--- src/rtl/fifo_drain_router_pkg.sv ---
// Shared constants for the FIFO drain router: layer state encodings, word width
// and the route field position used by the FIFO bank and the packet builder.
package fifo_drain_router_pkg;

   localparam int DATA_W    = 12;
   localparam int N_SRC     = 4;
   localparam int N_DST     = 4;
   localparam int ROUTE_LSB = 8;

   typedef enum logic [3:0] {
      ST_RESET  = 4'b0001,
      ST_INIT   = 4'b0010,
      ST_IDLE   = 4'b0100,
      ST_ACTIVE = 4'b1000
   } layer_state_e;

   function automatic logic [1:0] route_of(input logic [DATA_W-1:0] word);
      return word[ROUTE_LSB+1:ROUTE_LSB];
   endfunction

endpackage

--- src/rtl/fifo_drain_router_if.sv ---
// Bundle between the drain router and the source/destination FIFO banks;
// the router uses the master view, the FIFO side (or a bench) the slave view.
interface fifo_drain_router_if;

   logic [3:0]                                                      state;
   logic [fifo_drain_router_pkg::N_SRC-1:0]                         src_empty;
   logic [fifo_drain_router_pkg::N_SRC*fifo_drain_router_pkg::DATA_W-1:0] src_data;
   logic [fifo_drain_router_pkg::N_SRC-1:0]                         src_pop;
   logic [fifo_drain_router_pkg::N_DST-1:0]                         dst_almost_full;
   logic [fifo_drain_router_pkg::N_DST-1:0]                         dst_push;
   logic [fifo_drain_router_pkg::DATA_W-1:0]                        dst_data;
   logic                                                            idle;
   logic [7:0]                                                      fwd_count;

   modport master (
      input  state, src_empty, src_data, dst_almost_full,
      output src_pop, dst_push, dst_data, idle, fwd_count
   );

   modport slave (
      output state, src_empty, src_data, dst_almost_full,
      input  src_pop, dst_push, dst_data, idle, fwd_count
   );

endinterface

--- src/rtl/fifo_drain_router_rr_arbiter4.sv ---
// Combinational 4-way round-robin arbiter: grants the first requester after ptr,
// wrapping cyclically; the requester at ptr itself has lowest priority.
module rr_arbiter4 (
   input  logic [3:0] i_req,
   input  logic [1:0] i_ptr,
   output logic [3:0] o_gnt,
   output logic [1:0] o_gnt_idx
);

   logic [1:0] w_idx;
   logic       w_found;

   always_comb begin
      o_gnt     = '0;
      o_gnt_idx = i_ptr;
      w_idx     = '0;
      w_found   = 1'b0;
      for (int k = 1; k <= 4; k++) begin
         w_idx = i_ptr + 2'(k);
         if (!w_found && i_req[w_idx]) begin
            o_gnt[w_idx] = 1'b1;
            o_gnt_idx    = w_idx;
            w_found      = 1'b1;
         end
      end
   end

endmodule

--- src/rtl/fifo_drain_router.sv ---
// Pops source FIFOs round-robin and pushes each word to the destination named by its
// route field, 2 cycles pop->push; any destination almost_full or a non-active state stops new pops.
module fifo_drain_router
   import fifo_drain_router_pkg::*;
(
   input  logic                i_clk,
   input  logic                i_reset,
   fifo_drain_router_if.master io_bus
);

   logic [N_SRC-1:0]  r_src_pop;
   logic [1:0]        r_ptr;
   logic              r_cap_vld;
   logic [1:0]        r_cap_idx;
   logic [N_DST-1:0]  r_dst_push;
   logic [DATA_W-1:0] r_dst_data;
   logic [7:0]        r_fwd_count;
   logic              r_idle;

   logic [N_SRC-1:0]  w_src_pop_nxt;
   logic [1:0]        w_ptr_nxt;
   logic              w_cap_vld_nxt;
   logic [1:0]        w_cap_idx_nxt;
   logic [N_DST-1:0]  w_dst_push_nxt;
   logic [DATA_W-1:0] w_dst_data_nxt;
   logic [7:0]        w_fwd_count_nxt;
   logic              w_idle_nxt;

   logic              w_sync_rst;
   logic              w_pop_ok;
   logic [3:0]        w_gnt;
   logic [1:0]        w_gnt_idx;
   logic [DATA_W-1:0] w_cap_word;

   // Layer reset state behaves exactly like the reset pin.
   assign w_sync_rst = ~i_reset | (io_bus.state == ST_RESET);
   assign w_pop_ok   = (io_bus.state == ST_ACTIVE) &&
                       (io_bus.dst_almost_full == '0) &&
                       (io_bus.src_empty != '1);
   assign w_cap_word = io_bus.src_data[32'(r_cap_idx) * DATA_W +: DATA_W];

   rr_arbiter4 u_arb (
      .i_req     (~io_bus.src_empty),
      .i_ptr     (r_ptr),
      .o_gnt     (w_gnt),
      .o_gnt_idx (w_gnt_idx)
   );

   always_comb begin
      w_src_pop_nxt   = '0;
      w_ptr_nxt       = r_ptr;
      w_cap_vld_nxt   = |r_src_pop;
      w_cap_idx_nxt   = r_cap_idx;
      w_dst_push_nxt  = '0;
      w_dst_data_nxt  = r_dst_data;
      w_fwd_count_nxt = r_fwd_count;

      if (w_pop_ok) begin
         w_src_pop_nxt = w_gnt;
         w_ptr_nxt     = w_gnt_idx;
      end

      // r_ptr already names the source whose pop is currently asserted.
      if (|r_src_pop) begin
         w_cap_idx_nxt = r_ptr;
      end

      // Words in the capture stage always push, even once almost_full rises.
      if (r_cap_vld) begin
         w_dst_push_nxt  = 4'b0001 << route_of(w_cap_word);
         w_dst_data_nxt  = w_cap_word;
         w_fwd_count_nxt = r_fwd_count + 8'd1;
      end

      w_idle_nxt = ~|w_src_pop_nxt & ~w_cap_vld_nxt & ~|w_dst_push_nxt;
   end

   always_ff @(posedge i_clk) begin
      if (w_sync_rst) begin
         r_src_pop   <= '0;
         r_ptr       <= 2'd3;
         r_cap_vld   <= 1'b0;
         r_cap_idx   <= '0;
         r_dst_push  <= '0;
         r_dst_data  <= '0;
         r_fwd_count <= '0;
         r_idle      <= 1'b1;
      end else begin
         r_src_pop   <= w_src_pop_nxt;
         r_ptr       <= w_ptr_nxt;
         r_cap_vld   <= w_cap_vld_nxt;
         r_cap_idx   <= w_cap_idx_nxt;
         r_dst_push  <= w_dst_push_nxt;
         r_dst_data  <= w_dst_data_nxt;
         r_fwd_count <= w_fwd_count_nxt;
         r_idle      <= w_idle_nxt;
      end
   end

   assign io_bus.src_pop   = r_src_pop;
   assign io_bus.dst_push  = r_dst_push;
   assign io_bus.dst_data  = r_dst_data;
   assign io_bus.fwd_count = r_fwd_count;
   assign io_bus.idle      = r_idle;

endmodule

--- src/flat_wrapper.sv ---
// flat-port wrapper written by rule: the top's interface ports become plain ports
module fifo_drain_router_flat import fifo_drain_router_pkg::*;
  (i_clk, i_reset, io_bus_state, io_bus_src_empty, io_bus_src_data, io_bus_dst_almost_full, io_bus_src_pop, io_bus_dst_push, io_bus_dst_data, io_bus_idle, io_bus_fwd_count);
  fifo_drain_router_if io_bus_i ();
  input  logic i_clk;
  input  logic i_reset;
  input wire logic [$bits(io_bus_i.state)-1:0] io_bus_state;
  input wire logic [$bits(io_bus_i.src_empty)-1:0] io_bus_src_empty;
  input wire logic [$bits(io_bus_i.src_data)-1:0] io_bus_src_data;
  input wire logic [$bits(io_bus_i.dst_almost_full)-1:0] io_bus_dst_almost_full;
  output wire logic [$bits(io_bus_i.src_pop)-1:0] io_bus_src_pop;
  output wire logic [$bits(io_bus_i.dst_push)-1:0] io_bus_dst_push;
  output wire logic [$bits(io_bus_i.dst_data)-1:0] io_bus_dst_data;
  output wire logic [$bits(io_bus_i.idle)-1:0] io_bus_idle;
  output wire logic [$bits(io_bus_i.fwd_count)-1:0] io_bus_fwd_count;
  assign io_bus_i.state = io_bus_state;
  assign io_bus_i.src_empty = io_bus_src_empty;
  assign io_bus_i.src_data = io_bus_src_data;
  assign io_bus_i.dst_almost_full = io_bus_dst_almost_full;
  assign io_bus_src_pop = io_bus_i.src_pop;
  assign io_bus_dst_push = io_bus_i.dst_push;
  assign io_bus_dst_data = io_bus_i.dst_data;
  assign io_bus_idle = io_bus_i.idle;
  assign io_bus_fwd_count = io_bus_i.fwd_count;
  fifo_drain_router u_core (.i_clk(i_clk), .i_reset(i_reset), .io_bus(io_bus_i));
endmodule
--- config.mk ---
export PLATFORM = sky130hd
export DESIGN_NAME = fifo_drain_router_flat
export DESIGN_NICKNAME = d
export VERILOG_FILES = /design/src/rtl/fifo_drain_router_pkg.sv /design/src/rtl/fifo_drain_router_if.sv /design/src/rtl/fifo_drain_router_rr_arbiter4.sv /design/src/rtl/fifo_drain_router.sv /design/src/flat_wrapper.sv
export SDC_FILE = /design/constraint.sdc
export NUM_CORES = 1
export LEC_CHECK = 0
export CORE_UTILIZATION = 45
export CTS_CLUSTER_SIZE = 16
export DETAILED_ROUTE_END_ITERATION = 7
export GPL_ROUTABILITY_DRIVEN = 1
export PLACE_DENSITY_LB_ADDON = 0.2
export SETUP_SLACK_MARGIN = 0.4
export SYNTH_ARGS = -nofsm -noshare
export SYNTH_HDL_FRONTEND = slang
export SYNTH_SLANG_ARGS = --single-unit
--- constraint.sdc ---
create_clock -name i_clk -period 6.2 [get_ports i_clk]
set_input_delay 0.93 -clock i_clk [delete_from_list [all_inputs] [get_ports i_clk]]
set_output_delay 0.93 -clock i_clk [all_outputs]
set_load 0.03 [all_outputs]
==> reports/results.tsv <==
metric	value	unit
cts_made_buffers	5	
wl_per_cell	14.9	um
grtUsageMet2	39.8	%
p_int	0.355	mW
yosysTopAreaCellShare	33.8	%
rrSetupSlack	3800	ps
instances_no_fill	341	
cp_top_family	compound AO/OA/AOI/OAI gates	
p_sw	0.0978	mW
io_pins	91	
vias_per_cell	5.57	
place_inst	333	
period_minus_slack	2630	ps
top_usage_layer	met2	
critPathLaunchType	input pin	
hold_path_class	flip-flop to flip-flop	
drt-total-wl	5090	um
rr_worst_depth	7	
combPwrFrac	15.2	%
drv_slew	0	
synth_edf_count	0	
dp_slack	3300	ps
fin_nets	359	
portBuffers	90	
path_cells	clkdlybuf4s50_1, mux4_2, o21ai_0, o221ai_1, a41oi_1, a31oi_1	
via_count	1901	
synth_nets	273	
min_path_cells	2	
max_freq	0.380	GHz
grt_max_degree	27	
setup_viol	0	
grt_overflow	0	
max-clock-path-buffers	2	
ant_nets	0	
hold_violations	0	
clkPwrFrac	36.4	%
clk_latency	290	ps
synth_flop_cell	dfxtp_1	
tns	0	ps
grt_pass1_wl	7930	um
layout_setup_ws	3570	ps
fp.dieArea	4750	um2
slowest_stage	mux4_2	
postCtsHoldBufs	0	
cts.root.buffer_cell	clkbuf_8	
synth-seq-cells	34	
synth_mux_area_share	24.2	%
min_to	u_core.io_bus.fwd_count[7]	
synth.area.top_cells	dfxtp_1 34%, mux4_2 17%, mux2i_1 7.5%, nor2_1 5.2%, ha_1 4.4%	
slowest_delay	620	ps
yosys.area.top_type	dfxtp_1	
antennaDiodeCount	0	
finalCritPeriodShare	42.5	%
swShare	21.6	%
yosysSeqAreaShare	33.8	%
netlist_area	2010	um2
rsz0062_at_grt	no	
outcome	finished, final reports clean	
cp.arrival	2790	ps
place.gp.congestion	0.795	
maxCapViolations	0	
crit_required	6360	ps
worstHoldStart	u_core.io_bus.fwd_count[7]	
yosysMostFrequentCell	dfxtp_1	
antenna_found_initial	0	
path_buf_inv	1	
synth_compound_area_share	10.0	%
skew	4.32	ps
drtIter0Drc	87	
cts_resized	0	
syn-instance-count	204	
synth_common_cells	34 x dfxtp_1, 28 x nor2_1, 15 x mux2i_1, 15 x mux4_2, 11 x nand2_1	
initial_core_util	48.6	%
grt_pass1_vias	1789	
fp.dieH	68.9	um
synthAdderAreaFrac	4.35	%
avgSynthCellArea	9.87	um2
area.growth.synth_to_final	49.3	%
first_pass_iters	4	
vdd_drop_max	97.6	uV
slew_headroom	40.3	%
timing.rr.start	u_core.r_ptr[0]	
synth-xor-area-share	2.61	%
p_leak	1.05	nW
synth_cell_types	40	
rr_endpoint	u_core.io_bus.idle	
h-tree-depth	2	
fp.dieW	68.9	um
yosysWarnings	0	
async_flop_share	0	%
core	4140	um2
synth_top_family_by_area	multiplexers	
post_cts_buffers	0	
drive_gt1_share	9.28	%
cp-end-kind	flip-flop	
cp_max_fo	12	
cts_tree	done	
met3_usage	9.05	%
synthSimpleGateAreaFrac	18.8	%
clock_sinks	34	
hpwl	3950	um
power_density	150	nW/um2
path_clk_slew	60	ps
gr-usage-all-layers	23.4	%
drcViolationCount	0	
met1_usage	26.7	%
worstSetupPathType	input pin to flip-flop	
seq_power_share	48.4	%
tightestPinTransition	887	ps
rows	23	
placed cells by master (no fill, tap or decap), types with 5 or more instances in the layout:
cell type | Yosys | routed
mux4_2 | 15 | 15
ha_1 | 7 | 7
mux2i_1 | 15 | 15
nor2_1 | 28 | 28
nor4_1 | 5 | 5
clkdlybuf4s50_1 | 0 | 90
dfxtp_1 | 34 | 34
a21oi_1 | 8 | 8
nand2_1 | 11 | 11
inv_1 | 10 | 10
clkbuf_8 | 0 | 6
nand3_1 | 8 | 8
o21ai_0 | 5 | 5
worst min-delay path, delay by kind of cell (launching register included):
family         cells  cell delay (ps)
flip-flops         1              320
AO/OA/AOI/OAI      2              130
area by class of cell:
type | instances | area (um2)
clock buffers | 7 | 86.3
fillers | 320 | 1140
repair buffers | 92 | 916
well taps | 50 | 62.6
inverters | 10 | 37.5
multi-input cells | 147 | 1220
flip-flops and latches | 34 | 681
clock inverters | 1 | 5.00
state kept, by name (all words and copies together) (netlist names):
register,cells
u_core.io_bus.dst_data,12
u_core.io_bus.src_pop,4
u_core.r_cap_vld,1
u_core.r_cap_idx,2
u_core.io_bus.dst_push,4
u_core.io_bus.idle,1
u_core.io_bus.fwd_count,8
u_core.r_ptr,2
metrics by stage:
stage	power [mW]	util, %	hold slack (ps)	cell area, um2
floorplan	0.250	-	453	2010
global placement	0.291	70.4	465	2920
detailed placement	0.293	70.4	487	2920
CTS	0.455	72.6	502	3010
global route	0.470	72.6	525	3010
finish	0.452	72.6	499	3010
worst max-delay path by stage:
stage / startpoint / to / cells after the start / slack, ps
CTS: io_bus_src_empty[3] / u_core.io_bus.idle / 6 / 3600
global placement: io_bus_src_empty[2] / u_core.io_bus.idle / 6 / 3350
floorplan: io_bus_src_empty[2] / u_core.io_bus.idle / 7 / 3860
global route: io_bus_src_empty[3] / u_core.io_bus.idle / 6 / 3440
detailed placement: io_bus_src_empty[3] / u_core.io_bus.idle / 6 / 3300
finish: io_bus_src_empty[2] / u_core.io_bus.idle / 6 / 3570
power by group through the flow:
stage	Combinational [mW]	Clock (mW)	Sequential [mW]
final	0.0686	0.165	0.219
after global routing	0.0733	0.178	0.219
after CTS	0.0687	0.167	0.219
after detailed placement	0.0686	0	0.224
after global placement	0.0666	0	0.224
after floorplan	0.0259	0	0.224
logic make-up after synthesis:
logic type | count (synthesis)
multiplexers | 30
adder cells (fa/ha/maj) | 7
XOR/XNOR | 6
flip-flops | 34
AND/OR/NAND/NOR | 74
AO/OA/AOI/OAI | 30
buffers and inverters | 23
layer usage:
layer,vias to the layer above,wire length [um]
li1,925,-
met1,883,1980
met2,83,2610
met3,10,392
met4,0,114
met5,-,0
Power figures use the tool's default switching activity.
